## config.mk

```make
export PLATFORM = sky130hd
export DESIGN_NAME = frame_buffer_manager
export DESIGN_NICKNAME = d
export VERILOG_FILES = /design/src/rtl/fb_pkg.sv /design/src/rtl/sat_counter.sv /design/src/rtl/frame_buffer_manager.sv
export SDC_FILE = /design/constraint.sdc
export NUM_CORES = 1
export LEC_CHECK = 0
export ABC_AREA = 1
export CAP_MARGIN = 20
export CORE_MARGIN = 1
export CORE_UTILIZATION = 46
export DETAILED_ROUTE_END_ITERATION = 7
export PLACE_DENSITY = 0.82
export RECOVER_POWER = 100
export SYNTH_ARGS = -nofsm -noshare
export SYNTH_HDL_FRONTEND = slang
export SYNTH_SLANG_ARGS = --single-unit
```

## constraint.sdc

```tcl
create_clock -name clk_100Mhz -period 1.7 [get_ports clk_100Mhz]
set_input_delay 0.34 -clock clk_100Mhz [delete_from_list [all_inputs] [get_ports clk_100Mhz]]
set_output_delay 0.34 -clock clk_100Mhz [all_outputs]
set_load 0.01 [all_outputs]
```

## src/rtl/fb_pkg.sv

```systemverilog
// rtl/fb_pkg.sv - shared types and defaults for the triple frame buffer manager
//
// Purpose: buffer count, buffer index type, writer FSM encoding, default
//          DDR placement of the three frame buffers and a helper that maps
//          a buffer index to its base address.
// Ports:   none (package).
package fb_pkg;

  localparam int FB_NUM = 3;

  localparam logic [31:0] FB_DEFAULT_BASE  = 32'h1000_0000;
  localparam logic [31:0] FB_DEFAULT_BYTES = 32'd614400;

  typedef logic [1:0] fb_idx_t;

  typedef enum logic {
    W_IDLE   = 1'b0,
    W_ACTIVE = 1'b1
  } wr_state_t;

  // Three-entry constant mux instead of idx*stride; index 3 never occurs
  // because the indices are always a permutation of {0,1,2}.
  function automatic logic [31:0] fb_addr_sel(
    input fb_idx_t     idx,
    input logic [31:0] addr0,
    input logic [31:0] addr1,
    input logic [31:0] addr2
  );
    logic [31:0] a;
    case (idx)
      2'd1:    a = addr1;
      2'd2:    a = addr2;
      default: a = addr0;
    endcase
    return a;
  endfunction

endpackage

```

## src/rtl/sat_counter.sv

```systemverilog
// rtl/sat_counter.sv - saturating up-counter for frame statistics
//
// Purpose: counts increment requests, holds at all-ones instead of wrapping.
// Ports:   clk   - clock
//          rst_n - synchronous active-low reset, clears the count
//          inc   - increment enable
//          count - current value
module sat_counter #(
  parameter int W = 16
) (
  input  logic         clk,
  input  logic         rst_n,
  input  logic         inc,
  output logic [W-1:0] count
);

  always_ff @(posedge clk) begin
    if (!rst_n) begin
      count <= '0;
    end else if (inc && (count != '1)) begin
      count <= count + {{(W-1){1'b0}}, 1'b1};
    end
  end

endmodule

```

## src/rtl/frame_buffer_manager.sv

```systemverilog
// rtl/frame_buffer_manager.sv - triple-buffer controller between camera writer and display reader
//
// Purpose: owns the three DDR frame buffers. The writer always gets a free
//          buffer, the reader always gets the newest complete frame, and
//          dropped / repeated frames are counted.
// Ports:   clk_100Mhz     - clock
//          rst_n          - synchronous active-low reset
//          wr_frame_start - writer begins a frame (pulse)
//          wr_frame_done  - writer's last write response of the frame (pulse)
//          rd_frame_start - reader begins a frame at vsync (pulse)
//          freeze         - hold the reader on its current buffer (level)
//          wr_base_addr   - buffer base address for the writer
//          rd_base_addr   - buffer base address for the reader
//          fresh          - spare buffer holds an undisplayed complete frame
//          seq_err        - sticky writer protocol violation
//          drop_count     - completed frames never displayed (saturating)
//          repeat_count   - reader frames that reused the previous buffer (saturating)
module frame_buffer_manager
  import fb_pkg::*;
#(
  parameter logic [31:0] BASE_ADDR   = FB_DEFAULT_BASE,
  parameter logic [31:0] FRAME_BYTES = FB_DEFAULT_BYTES,
  parameter int          CNT_W       = 16
) (
  input  logic             clk_100Mhz,
  input  logic             rst_n,
  input  logic             wr_frame_start,
  input  logic             wr_frame_done,
  input  logic             rd_frame_start,
  input  logic             freeze,
  output logic [31:0]      wr_base_addr,
  output logic [31:0]      rd_base_addr,
  output logic             fresh,
  output logic             seq_err,
  output logic [CNT_W-1:0] drop_count,
  output logic [CNT_W-1:0] repeat_count
);

  // 32-bit wrapping address table, computed at elaboration.
  localparam logic [31:0] ADDR0 = BASE_ADDR;
  localparam logic [31:0] ADDR1 = BASE_ADDR + FRAME_BYTES;
  localparam logic [31:0] ADDR2 = ADDR1 + FRAME_BYTES;

  localparam fb_idx_t RST_WR = 2'd0;
  localparam fb_idx_t RST_RD = 2'd1;
  localparam fb_idx_t RST_SP = fb_idx_t'(FB_NUM - 1);

  wr_state_t state, state_next;
  fb_idx_t   wr_idx, rd_idx, sp_idx;
  fb_idx_t   wr_idx_next, rd_idx_next, sp_idx_next;
  logic      fresh_next;
  logic      seq_err_next;
  logic      commit;
  logic      drop_inc;
  logic      repeat_inc;

  always_comb begin
    state_next   = state;
    wr_idx_next  = wr_idx;
    rd_idx_next  = rd_idx;
    sp_idx_next  = sp_idx;
    fresh_next   = fresh;
    seq_err_next = seq_err;
    commit       = 1'b0;
    drop_inc     = 1'b0;
    repeat_inc   = 1'b0;

    case (state)
      W_IDLE: begin
        // A done without a frame in flight is ignored apart from the flag.
        if (wr_frame_done) begin
          seq_err_next = 1'b1;
        end
        if (wr_frame_start) begin
          state_next = W_ACTIVE;
        end
      end
      W_ACTIVE: begin
        if (wr_frame_done) begin
          commit     = 1'b1;
          // Done and start together is a clean back-to-back frame.
          state_next = wr_frame_start ? W_ACTIVE : W_IDLE;
        end else if (wr_frame_start) begin
          // Restart on the same buffer: no swap, but flag it.
          seq_err_next = 1'b1;
        end
      end
      default: begin
        state_next = W_IDLE;
      end
    endcase

    // Commit first: the finished buffer becomes the spare.
    if (commit) begin
      wr_idx_next = sp_idx;
      sp_idx_next = wr_idx;
      drop_inc    = fresh;
      fresh_next  = 1'b1;
    end

    // Read-switch operates on the post-commit indices and fresh value, so a
    // same-cycle commit hands the just-finished frame straight to the reader.
    if (rd_frame_start) begin
      if (fresh_next && !freeze) begin
        rd_idx_next = sp_idx_next;
        sp_idx_next = rd_idx;
        fresh_next  = 1'b0;
      end else begin
        repeat_inc = 1'b1;
      end
    end
  end

  always_ff @(posedge clk_100Mhz) begin
    if (!rst_n) begin
      state        <= W_IDLE;
      wr_idx       <= RST_WR;
      rd_idx       <= RST_RD;
      sp_idx       <= RST_SP;
      fresh        <= 1'b0;
      seq_err      <= 1'b0;
      wr_base_addr <= ADDR0;
      rd_base_addr <= ADDR1;
    end else begin
      state        <= state_next;
      wr_idx       <= wr_idx_next;
      rd_idx       <= rd_idx_next;
      sp_idx       <= sp_idx_next;
      fresh        <= fresh_next;
      seq_err      <= seq_err_next;
      // Registered from the next indices so addresses move with the indices.
      wr_base_addr <= fb_addr_sel(wr_idx_next, ADDR0, ADDR1, ADDR2);
      rd_base_addr <= fb_addr_sel(rd_idx_next, ADDR0, ADDR1, ADDR2);
    end
  end

  sat_counter #(.W(CNT_W)) u_drop_cnt (
    .clk   (clk_100Mhz),
    .rst_n (rst_n),
    .inc   (drop_inc),
    .count (drop_count)
  );

  sat_counter #(.W(CNT_W)) u_repeat_cnt (
    .clk   (clk_100Mhz),
    .rst_n (rst_n),
    .inc   (repeat_inc),
    .count (repeat_count)
  );

endmodule

```

# Yosys cells after proc, flatten, opt, wreduce, memory -nomap -nowiden
# Cells that the tools add are included.
# Widths: inputs -> output; s select.
# op_classes
n_addsub	2
eq_ne	9
muxes	23
bitwise_logic	1
reduce_logical	5
# ops
op	n
$pmux 21 s2	2
$add 16x1->16 const B	2
$ne 16x16->1 const B	2
$mux 1	13
$mux 2	6
$ne 2x2->1 const B	3
$eq 2x1->1 const B	2
$eq 2x2->1 const B	2
$pmux 1 s2	2
$logic_and 1x1->1	3
$reduce_and 3->1	1
$logic_not 1->1	1
$not 1->1	1
# totals
ff_bits	105
out_inout_bits	98
elab_cells	50

# Depth between registers and ports, before layout
# depth
word_depth	8
depth_mapped	9

# Cells and area by module
# A second synthesis with hierarchy kept.
# hier_totals
cells_unflattened	449
area_unflattened_um2	3095.5
# by_module_without_submodules
mod	n_inst	cells_per_inst	area_each_um2	seq_area_each_um2
sat_counter	2	149	996.0	320.3
frame_buffer_manager	1	151	1103.6	300.3

# Worst setup path after synthesis
# No wires, ideal clock.
# synth_path
path_type	register to register
from	register u_repeat_cnt.count[0]
to	register u_repeat_cnt.count[8]
arrival_ns	1.360
required_ns	1.585
path_slack_ns	0.225
stages_incl_launch_ff	9
path_buffers	0
path_cell_list	dfxtp_1 -> ha_1 -> nand3_1 -> inv_1 -> nand3_1 -> nor2_1 -> nand3_1 -> nand2_1 -> nor2_1
# synth_between
elab_chain_cells	2
word_cells_on_any_way	3
classes_between	1 x add/sub; 1 x eq/ne; 1 x reduce/logical
# synth_rtl
item	line_no	text
from (decl)	sat_counter.sv:14	output logic [W-1:0] count
from (signal assigned)	sat_counter.sv:21	count <= count + {{(W-1){1'b0}}, 1'b1};
branches (longest 2 deep; another with $add 16x1->16)	n/a	
# Parallel ways; which one is timed is not known.
# A chain may end at the register's enable or synchronous reset.

# Worst setup path in the final report
# layout_path
from	register u_repeat_cnt.count[5]
to	output port repeat_count[5]
# layout_lines
item	line_no	text
to (decl)	frame_buffer_manager.sv:36	output logic [CNT_W-1:0] repeat_count
# No word-level cell between the ends.

==> impl_metrics.toml <==
[detailed_routing]
drc_violation_count_after_routing = 0
detailedRoute.firstPassIterationCount = 4
detail_route.vias_per_cell = 4.715
drt.antenna.violating_nets = 0
detailroute.via_count = 2763
detail_route.iter0.violations = 169
wirelength_um = 6242
drt-wirelength-per-cell_um = 10.65

[clock_network]
worst_skew_pair_later_pin_latency_ns = 0.31
cts_buffers = 5
ctsHtreeMaxLevel = 2
tritoncts = "yes"
cts-root-buf = "sky130_fd_sc_hd__clkbuf_8"
cts.clk_slew.worst_paths_ns = 0.09
total_number_of_clock_tree_sinks = 47
cts-root-to-sink-buffers = 2

[power]
totalPowerFinal_w = 0.002256
leak_pwr_nw = 1.562
power_density_nw_per_um2 = 641.8
peakVddDrop_uv = 502.9
p_seq_frac = 0.507
power.share.switching = 0.2495
power.share.combinational = 0.109
clock_power_share = 0.384
internal-power_w = 0.001694
p_switching_w = 0.0005629

[synthesis]
post_synth_main_area_contributors = "sky130_fd_sc_hd__dfxtp_1 (32%), sky130_fd_sc_hd__buf_4 (15%), sky130_fd_sc_hd__nand2_1 (13%)"
synth_area_per_cell_um2 = 6.540
ys_seq_elements = 47
synth_commonest_cells = "sky130_fd_sc_hd__nand2_1 (104), sky130_fd_sc_hd__nor2_1 (90), sky130_fd_sc_hd__buf_4 (59), sky130_fd_sc_hd__dfxtp_1 (47), sky130_fd_sc_hd__inv_1 (40)"
synth_cells = 450
yosysWarnings = 0
synth_compound_area_frac = 0.07015
dominant_combinational_cell_family_by_area_after_synthesis = "simple AND/OR/NAND/NOR gates"
synth_top_cell_area_share = 0.3197
synth.cell_area_um2 = 2943
synth_area_leader_cell = "sky130_fd_sc_hd__dfxtp_1"
synth_ff_type = "sky130_fd_sc_hd__dfxtp_1"
yosys-mux-area-fraction = 0
async_flop_share = 0
synth-edff-count = 0
post_synthesis_xor_xnor_area_fraction = 0.008929
synth.most_common_cell = "sky130_fd_sc_hd__nand2_1"
netlist-cell-type-count = 30
synthAdderAreaFrac = 0.02976
simple_gate_area_share_of_the_yosys_netlist = 0.3571
sequential_area_share_after_synthesis = 0.3197

[setup_path]
path_buf_inv = 1
cp-end-kind = "output port"
worst_path_largest_cell_delay_ns = 0.58
crit_arrival_ns = 1.32
cp-start-kind = "register"
critPathKind = "register to output port"
timing.critical_path.max_delay_family = "buffers and inverters"
timing.critical_path.slowest_stage_cell = "sky130_fd_sc_hd__clkdlybuf4s50_1"
cp_data_required_time_ns = 1.36
r2r.worst_path.cells = 8
crit_chain = "clkdlybuf4s50_1"
critical_path_depth = 1
crit_fanout = 5

[min_path]
hold-path-cell-count = 4
min_path_type = "primary input to register"

[flow_run]
drv.max_cap_violation_count = 0

[timing]
rsz0062_at_grt = "no"
layout_worst_path_cycle_share = 0.9765
period_needed_ns = 1.660
timing_hold_violations_final = 0
fin_skew_ns = 0.009307
whs_ns = 0.4080
number_of_failing_setup_endpoints_in_the_final_timing_report = 0
final_critical_path_setup_slack_ns = 0.03999
fmax_mhz = 602.4
finalMaxSlewViolations = 0

[place]
hpwlAfterDp_um = 4711
count_of_input_and_output_buffers = 53
preCtsSetupSlack_ns = -0.3791
dpl_cell_area_um2 = 3393
gp_congestion = 0.8385

[floorplanning]
die-height_um = 81.99
design.core.area_um2 = 6061
floorplan.initialDensity = 0.4855
die_width_um = 81.99
design.portCount = 104
area_enclosed_by_the_die_boundary_um2 = 6722
std_cell_rows = 28

[status]
run_status = "finished, final reports clean"

[grt]
grt_start_max_net_pins = 16
grt_first_pass_wirelength_um = 10340
first_global_vias = 2354
grt.overflow.total = 0
antenna_violations_before_repair = 0
total_routing_resource_utilization_after_global_routing = 0.1960

[finish]
drive_gt1_frac = 0.09393
syn_to_final_growth_pct = 19.47
final_core_util = 0.5801
antennaDiodeCount = 0
post_route_cell_area_um2 = 3516
nNetsFinal = 523
stage by stage:
step                      TNS, ns  instances
after floorplan                 0        498
after global placement     -8.179        577
after detailed placement   -10.70        577
after CTS                       0        586
after global routing            0        586
final                           0        586
layout by cell type, fill, tap and decap left out, drive strengths merged, types with 8 or more instances in the layout:
cell type	Yosys	final
o21ai	18	18
nand3	29	29
clkdlybuf4s50	0	38
clkbuf	3	8
inv	43	43
dlygate4sd3	0	13
nor2	98	98
a21oi	21	21
conb	2	50
nand2	109	109
dfxtp	47	47
buf	60	13
path summary, 6_finish.rpt:
path / startpoint / end / slack (ns)
worst max-delay path: u_repeat_cnt.count[5]$_SDFFE_PN0P_ / repeat_count[5] / 0.04
worst min-delay path: wr_frame_done / state$_SDFF_PN0_ / 0.41
worst max register to register: u_drop_cnt.count[0]$_SDFFE_PN0P_ / u_drop_cnt.count[1]$_SDFFE_PN0P_ / 0.15
worst min register to register: seq_err$_SDFFE_PN0P_ / seq_err$_SDFFE_PN0P_ / 0.46
what timing repair did:
action | in CTS | in global routing
pin swaps | 1 | 2
setup endpoints to repair | 12 | 42
hold buffers | 0 | 0
endpoints found under the hold margin | 0 | 0
setup buffers | 1 | 0
gates resized for setup | 4 | 17
cell families after synthesis:
family,Yosys count
DFF,47
buffers and inverters,106
adders and majority gates,7
and+or+nand+nor,245
xor gates and xnor gates,3
other,2
AOI/OAI and AO/OA,40
routing by layer:
layer  up-vias  wire (um)  global-route usage
li1       1419          -                   -
met1      1241       2962              0.2569
met2        93       2885              0.3116
met3        10        311             0.04889
met4         0         82             0.06491
met5         -          0                   0
registers in the layout, indices dropped and copies added, names as in the netlist:
| signal | count |
|---|---|
| u_drop_cnt.count | 16 |
| u_repeat_cnt.count | 16 |
| rd_base_addr | 3 |
| wr_base_addr | 3 |
| rd_idx | 2 |
| sp_idx | 2 |
| wr_idx | 2 |
| fresh | 1 |
| seq_err | 1 |
| state | 1 |
worst reg2reg max path, cell delays in order (launching register included):
cell                      delay (ns)
sky130_fd_sc_hd__dfxtp_1        0.41
sky130_fd_sc_hd__ha_1           0.23
sky130_fd_sc_hd__inv_1          0.06
sky130_fd_sc_hd__nor2_2         0.16
sky130_fd_sc_hd__nand2_2        0.12
sky130_fd_sc_hd__nor2_8         0.19
sky130_fd_sc_hd__nor2_1         0.08
sky130_fd_sc_hd__o21ai_0        0.15
sky130_fd_sc_hd__nor2_1         0.05
area by class of cell:
type,count,area (um^2)
clock buffer,6,82.58
clock inverter,2,35.03
fill,604,2545
inverter,43,161.4
multi-input combinational,345,1551
sequential,47,953.4
tap,75,93.84
timing repair buffer,68,638.1
power groups by stage:
stage	Combinational [W]	Sequential [W]	Clock (W)
finish	0.000246	0.00114	0.000867
CTS	0.000255	0.00114	0.000874
detailed placement	0.000250	0.00117	0
global placement	0.000244	0.00117	0
global route	0.000279	0.00115	0.000928
floorplan	0.000235	0.00118	0
(Power assumes the default switching activity.)
